`config.mk`:
```
export PLATFORM = sky130hd
export DESIGN_NAME = fifo_wr_arbiter_flat
export DESIGN_NICKNAME = d
export VERILOG_FILES = /design/src/rtl/fifo_wr_arbiter_if.sv /design/src/rtl/fifo_wr_arbiter.sv /design/src/flat_wrapper.sv
export SDC_FILE = /design/constraint.sdc
export NUM_CORES = 1
export LEC_CHECK = 0
export ABC_AREA = 1
export CAP_MARGIN = 10
export CORE_MARGIN = 10
export CORE_UTILIZATION = 40
export DETAILED_ROUTE_END_ITERATION = 8
export DONT_BUFFER_PORTS = 1
export GPL_ROUTABILITY_DRIVEN = 0
export HOLD_SLACK_MARGIN = 0.05
export PLACE_DENSITY = 0.54
export SLEW_MARGIN = 0
export SYNTH_ARGS = -nofsm -noshare
export SYNTH_HDL_FRONTEND = slang
export SYNTH_SLANG_ARGS = --single-unit
```
`constraint.sdc`:
```
create_clock -name clk_i -period 1.9 [get_ports clk_i]
set_input_delay 0.57 -clock clk_i [delete_from_list [all_inputs] [get_ports clk_i]]
set_output_delay 0.57 -clock clk_i [all_outputs]
set_load 0.05 [all_outputs]
```
`src/rtl/fifo_wr_arbiter_if.sv`:
```
// Handshake bundle between NumReq burst requesters and a single FIFO write port.
// The arbiter attaches through the slave modport; the requester/FIFO side uses master.
interface fifo_wr_arbiter_if #(
    parameter int NumReq = 2,
    parameter int Width  = 32
);
    localparam int IdWidth = ($clog2(NumReq) > 1) ? $clog2(NumReq) : 1;

    logic [NumReq-1:0]        req_valid_i;
    logic [NumReq*Width-1:0]  req_data_i;
    logic [NumReq-1:0]        req_last_i;
    logic [NumReq-1:0]        req_ready_o;
    logic                     fifo_wr_valid_o;
    logic [IdWidth+Width-1:0] fifo_wr_data_o;
    logic                     fifo_wr_ready_i;
    logic [NumReq-1:0]        grant_o;
    logic                     busy_o;

    modport slave (
        input  req_valid_i,
        input  req_data_i,
        input  req_last_i,
        input  fifo_wr_ready_i,
        output req_ready_o,
        output fifo_wr_valid_o,
        output fifo_wr_data_o,
        output grant_o,
        output busy_o
    );

    modport master (
        output req_valid_i,
        output req_data_i,
        output req_last_i,
        output fifo_wr_ready_i,
        input  req_ready_o,
        input  fifo_wr_valid_o,
        input  fifo_wr_data_o,
        input  grant_o,
        input  busy_o
    );
endinterface

```
`src/rtl/fifo_wr_arbiter.sv`:
```
// Round-robin write arbiter with burst locking: zero-latency grant, the winner
// keeps the FIFO port until the beat flagged last is accepted.
module fifo_wr_arbiter #(
    parameter int NumReq = 2,
    parameter int Width  = 32
) (
    input  logic             clk_i,
    input  logic             rst_ni,
    fifo_wr_arbiter_if.slave bus
);
    localparam int IdWidth = ($clog2(NumReq) > 1) ? $clog2(NumReq) : 1;

    localparam logic [0:0] IDLE   = 1'b0;
    localparam logic [0:0] LOCKED = 1'b1;

    localparam logic [IdWidth-1:0] LastIdx = IdWidth'(NumReq - 1);

    logic [0:0]         state_q, state_d;
    logic [IdWidth-1:0] rr_ptr_q, rr_ptr_d;
    logic [IdWidth-1:0] owner_q, owner_d;

    logic [IdWidth-1:0] winner;
    logic               has_winner;
    logic [NumReq-1:0]  grant;
    logic               wr_valid;
    logic               win_last;
    logic               accept;

    // Explicit wrap keeps the pointer inside 0..NumReq-1 for non-power-of-two counts.
    function automatic logic [IdWidth-1:0] wrap_inc(input logic [IdWidth-1:0] idx);
        return (idx == LastIdx) ? '0 : idx + 1'b1;
    endfunction

    function automatic logic [IdWidth-1:0] rot_idx(input logic [IdWidth-1:0] ptr, input int k);
        int s;
        s = int'(ptr) + k;
        if (s >= NumReq) begin
            s = s - NumReq;
        end
        return IdWidth'(s);
    endfunction

    always_comb begin
        winner     = owner_q;
        has_winner = 1'b0;
        if (state_q == LOCKED) begin
            winner     = owner_q;
            has_winner = 1'b1;
        end else begin
            // Walking from the far end down leaves the candidate closest to rr_ptr.
            for (int k = NumReq - 1; k >= 0; k--) begin
                if (bus.req_valid_i[rot_idx(rr_ptr_q, k)]) begin
                    winner     = rot_idx(rr_ptr_q, k);
                    has_winner = 1'b1;
                end
            end
        end
    end

    always_comb begin
        grant = '0;
        if (has_winner) begin
            grant[winner] = 1'b1;
        end
    end

    assign wr_valid = has_winner & bus.req_valid_i[winner];
    assign win_last = bus.req_last_i[winner];
    assign accept   = wr_valid & bus.fifo_wr_ready_i;

    assign bus.grant_o         = grant;
    assign bus.fifo_wr_valid_o = wr_valid;
    assign bus.fifo_wr_data_o  = {winner, bus.req_data_i[winner*Width +: Width]};
    assign bus.req_ready_o     = grant & {NumReq{bus.fifo_wr_ready_i}};
    assign bus.busy_o          = (state_q == LOCKED);

    // In LOCKED the winner is the owner, so one update rule covers both states.
    always_comb begin
        state_d  = state_q;
        rr_ptr_d = rr_ptr_q;
        owner_d  = owner_q;
        if (accept) begin
            if (win_last) begin
                state_d  = IDLE;
                rr_ptr_d = wrap_inc(winner);
            end else begin
                state_d = LOCKED;
                owner_d = winner;
            end
        end
    end

    always_ff @(posedge clk_i or negedge rst_ni) begin
        if (!rst_ni) begin
            state_q  <= IDLE;
            rr_ptr_q <= '0;
            owner_q  <= '0;
        end else begin
            state_q  <= state_d;
            rr_ptr_q <= rr_ptr_d;
            owner_q  <= owner_d;
        end
    end
endmodule
```
`src/flat_wrapper.sv`:
```
// flat-port wrapper written by rule: the top's interface ports become plain ports
module fifo_wr_arbiter_flat 
#(
    parameter int NumReq = 2,
    parameter int Width  = 32
)
  (clk_i, rst_ni, bus_req_valid_i, bus_req_data_i, bus_req_last_i, bus_fifo_wr_ready_i, bus_req_ready_o, bus_fifo_wr_valid_o, bus_fifo_wr_data_o, bus_grant_o, bus_busy_o);
  fifo_wr_arbiter_if #(.NumReq(NumReq), .Width(Width)) bus_i ();
  input  logic clk_i;
  input  logic rst_ni;
  input wire logic [$bits(bus_i.req_valid_i)-1:0] bus_req_valid_i;
  input wire logic [$bits(bus_i.req_data_i)-1:0] bus_req_data_i;
  input wire logic [$bits(bus_i.req_last_i)-1:0] bus_req_last_i;
  input wire logic [$bits(bus_i.fifo_wr_ready_i)-1:0] bus_fifo_wr_ready_i;
  output wire logic [$bits(bus_i.req_ready_o)-1:0] bus_req_ready_o;
  output wire logic [$bits(bus_i.fifo_wr_valid_o)-1:0] bus_fifo_wr_valid_o;
  output wire logic [$bits(bus_i.fifo_wr_data_o)-1:0] bus_fifo_wr_data_o;
  output wire logic [$bits(bus_i.grant_o)-1:0] bus_grant_o;
  output wire logic [$bits(bus_i.busy_o)-1:0] bus_busy_o;
  assign bus_i.req_valid_i = bus_req_valid_i;
  assign bus_i.req_data_i = bus_req_data_i;
  assign bus_i.req_last_i = bus_req_last_i;
  assign bus_i.fifo_wr_ready_i = bus_fifo_wr_ready_i;
  assign bus_req_ready_o = bus_i.req_ready_o;
  assign bus_fifo_wr_valid_o = bus_i.fifo_wr_valid_o;
  assign bus_fifo_wr_data_o = bus_i.fifo_wr_data_o;
  assign bus_grant_o = bus_i.grant_o;
  assign bus_busy_o = bus_i.busy_o;
  fifo_wr_arbiter #(.NumReq(NumReq), .Width(Width)) u_core (.clk_i(clk_i), .rst_ni(rst_ni), .bus(bus_i));
endmodule
```
Yosys cells after proc, flatten, opt, wreduce, memory -nomap -nowiden --
Cells that the tools add are included.
Cells by class: add/subtract/negate cells 4, $lt $le $gt $ge 6, shift-type cells 1, muxes and demuxes 23, bitwise logic cells 4, reductions and logical operators 3
Operator list (count):
- $shiftx 64x7->32 | 1
- $mux 1 | 21
- $lt 1x2->1 const B | 3
- $reduce_and 2->1 | 2
- $add 1x1->2 const B | 1
- $and 1x1->1 | 2
- $and 2x2->2 | 1
- $ge 1x2->1 const B | 1
- $ge 2x2->1 const B | 1
- $mux 2 | 1
- $sub 1x1->1 const B | 2
- $add 1x1->1 const B | 1
- $demux 1 s1 | 1
- $ge 1x1->1 const B | 1
- $logic_and 1x1->1 | 1
- $not 1->1 | 1
Word-level totals: register bits after elaboration 3, input bits 71, output and inout port bits 39, logic and storage cells 44

Logic depth before layout (Yosys ltp) --
depth after elaboration 15, depth in mapped cells 9

Worst setup path after synthesis --
Ideal clock, no wire load.
path kind register to output, start register u_core.state_q (netlist: u_core.bus.busy_o), end output bus_grant_o[1], arrival time 1888 ps, data required time 1330 ps, slack -558 ps, cell stages (with the launch flop) 8, cells stage by stage dfrtp_1 > inv_1 > nand2_2 > nand2_2 > nand2_2 > inv_2 > buf_2 > nor2_1
Between the ends: word-level cells in the longest chain between the ends 6, elaborated cells between the ends (all ways) 8
Ends and longest elaborated chain:
- from (decl) | RTL line fifo_wr_arbiter.sv:18 | logic [0:0] state_q, state_d;
- from (signal assigned) | RTL line fifo_wr_arbiter.sv:99 | state_q <= state_d;
- $mux 1 | RTL line fifo_wr_arbiter.sv:46 | if (state_q == LOCKED) begin
- $lt 1x2->1 (implied by the code) or $ge 1x1->1 (tied branches) | RTL line fifo_wr_arbiter.sv:63 | grant[winner] = 1'b1;
- $logic_and 1x1->1 (implied by the code) | RTL line fifo_wr_arbiter.sv:63
- $mux 1 (implied by the code) | RTL line fifo_wr_arbiter.sv:63
- $demux 1 s1
- $mux 2 * | RTL line fifo_wr_arbiter.sv:62 | if (has_winner) begin
- to (decl) | RTL line flat_wrapper.sv:18 | output wire logic [$bits(bus_i.grant_o)-1:0] bus_grant_o;
Mark *: on every way between the ends. The rest lies on a longest branch, timed or not.

Final worst setup path --
start register u_core.state_q (netlist: u_core.bus.busy_o), end output bus_fifo_wr_data_o[2]
Between the ends: word-level cells in the longest chain between the ends 2
Ends and longest elaborated chain:
- $mux 1 | RTL line fifo_wr_arbiter.sv:46
- $shiftx 64x7->32 | RTL line fifo_wr_arbiter.sv:73 | assign bus.fifo_wr_data_o = {winner, bus.req_data_i[winner*Width +: Width]};
- to (decl) | RTL line flat_wrapper.sv:17 | output wire logic [$bits(bus_i.fifo_wr_data_o)-1:0] bus_fifo_wr_data_o;
No other way between the ends.

==> run_results.csv <==
group,metric,value,unit
clock_network,numCtsBuffers,3,
global_route,grt_pass1_wl,5000,um
clock_network,clk_latency,0.23,ns
sta,slew_violations,0,
global_route,overflow,0,
floorplan,pin_count,110,
placement,dp_cells,182,
flow_run,max_cap_viol_count,0,
clock_network,clockBufferDepth,2,
power_and_ir_drop,power.density,2550,mW/mm^2
setup_path,end_kind,"primary output",
sta,fin_setup_tns,-3.75,ns
clock_network,htree_levels,1,
floorplan,design.core.area,0.00171,mm^2
sta,fmax,488,MHz
setup_path,worstPathRequired,1.33,ns
floorplan,fp.dieW,62.1,um
floorplan,start_util,41.5,%
placement,place_ws,-0.0783,ns
layout,nNetsFinal,238,
sta,hold_violations,0,
hold_path,min_path_type,"input port to asynchronous set/reset pin",
sta,finalClockSkew,0.00155,ns
synthesis,ys_seq_area_share,10.6,%
drt,ant_nets,0,
drt,wl,4720,um
sta,post-route-period-util,108,%
synthesis,synth_top_area_share,55.6,%
sta,setup_viol,38,
layout,areaGrowthSynthToFinish,129,%
sta,slew_headroom,85.9,%
synthesis,postSynthAreaPerCell,4.83,um^2
drt,vias_per_cell,5.60,
clock_network,clock-sinks,3,
layout,n_antenna_cell,0,
drt,num_vias,1069,
sta,tightest_slew,0.210,ns
synthesis,yosysWarnings,0,
layout,instances_no_fill,191,
global_route,grt_max_degree,17,
setup_path,cp.arrival,1.48,ns
power_and_ir_drop,leakage,0.789,nW
synthesis,yosysTopAreaCell,"nand2_1",
clock_network,cts-root-buf,"clkbuf_4",
placement,io_buffers,0,
synthesis,yosysUniqueCellTypes,16,
layout,drive_gt1_share,68.1,%
synthesis,synth_area_leaders,"nand2_1, dfrtp_1, buf_6, inv_1, nand2_2",
setup_path,crit_path_start_kind,"flip-flop",
layout,final_cell_area,0.00162,mm^2
clock_network,cts_tree,"yes",
global_route,antenna_found_initial,0,
drt,wl_per_cell,24.7,um
sta,setup_ws,-0.150,ns
power_and_ir_drop,irDropWorstVdd,2.12,mV
synthesis,netlist_instances,147,
placement,hpwl,2800,um
synthesis,syn-num-nets,218,
clock_network,cts.clk_slew.worst_paths,0.04,ns
setup_path,crit_fanout,16,
sta,rsz0062_at_grt,"true",
drt,drt_iter0_drc,69,
placement,placed_cell_area,0.00121,mm^2
sta,fin_hold_ws,0.582,ns
drt,drt_first_pass_iters,4,
drt,drc,0,
global_route,track_usage,15.8,%
sta,layout_min_cycle_time,2.05,ns
setup_path,crit_type,"flip-flop to primary output",
synthesis,synth-seq-cells,3,
floorplan,dieArea,0.00386,mm^2
outcome,status,"finished, violations left",
floorplan,rows,15,
outcome,violations,"negative setup slack",
floorplan,die_y,62.1,um
global_route,first_global_vias,988,
synthesis,syn_area,709,um^2
-- sequential cells by signal, indices dropped and copies added, names as in the netlist --
register           cells
u_core.bus.busy_o      1
u_core.owner_q         1
u_core.rr_ptr_q        1
-- metrics by stage --
stage | total power (W) | utilization (%)
finish | 0.00414 | 95.1
global placement | 0.00323 | 71.0
floorplan | 0.00278 | -
CTS | 0.00358 | 78.3
global route | 0.00429 | 95.1
detailed placement | 0.00326 | 71.0
-- where the power goes --
part           switching, W  internal [W]
combinational       0.00272       0.00118
clock             0.0000342     0.0000788
sequential        0.0000320     0.0000969
-- layer usage --
layer  track usage (%)  part of all wire, %
met5                 0                    0
met4              2.57                  1.6
met3              8.96                   13
met2              27.3                   53
met1              16.4                   32
-- final cells by class --
type	count	area (um^2)
Inverter	10	62.6
Clock buffer	4	26.3
Fill cell	47	83.8
Multi-Input combinational cell	126	1090
Tap cell	25	31.3
Sequential cell	3	76.3
Timing Repair Buffer	23	337
-- cell usage in the layout (no fill, tap or decap), drive strengths merged --
master and count:
clkbuf 6, nor2 4, o21ai 1, nand3 5, inv 9, nor3 3, or2 1, dfrtp 3
nand2 110, buf 20, dlygate4sd3 1, clkinv 1, o21bai 2
-- path summary, 6_finish.rpt --
kind | startpoint | end | slack [ns] | cells past startpoint
min in group clk_i | u_core.rr_ptr_q | u_core.rr_ptr_q | 0.60 | 3
min reg2reg | u_core.rr_ptr_q | u_core.rr_ptr_q | 0.60 | 3
max | u_core.bus.busy_o | bus_fifo_wr_data_o[2] | -0.15 | 7
min | rst_ni | u_core.rr_ptr_q | 0.58 | 1
max reg2reg | u_core.bus.busy_o | u_core.owner_q | 0.38 | 10
max in group asynchronous | rst_ni | u_core.bus.busy_o | 1.16 | 1
-- synth_stat cells --
cell type and number:
buf_4 2, dfrtp_1 3, nand2_2 5, inv_1 9
nor3_2 2, buf_2 2, inv_2 1, nand3_2 2
o21bai_1 2, or2_0 1, nor3_1 1, nor2_1 4
nand3_1 3, buf_6 4, o21ai_0 1, nand2_1 105
-- cells by family after synthesis --
family                 after synthesis  synth area share [%]
AND/OR/NAND/NOR                    123                  71.4
buffers and inverters               18                  15.2
flip-flops                           3                  10.6
AO/OA/AOI/OAI                        3                  2.82
-- repair_timing --
action,in CTS,in global routing
pin swaps,8,22
gates cloned,1,2
hold buffers,1,0
setup buffers,1,0
resized for setup,14,52
hold endpoints to repair,3,0
setup endpoints to repair,38,38
-- critical path: stages (launching register included) --
cell and delay, ns:
dfrtp_2 0.43, nor2_4 0.11, nand2_4 0.08, nand2_8 0.11, buf_12 0.15, buf_12 0.13
nand2_2 0.07, nand2_4 0.16
(Power assumes the default switching activity.)
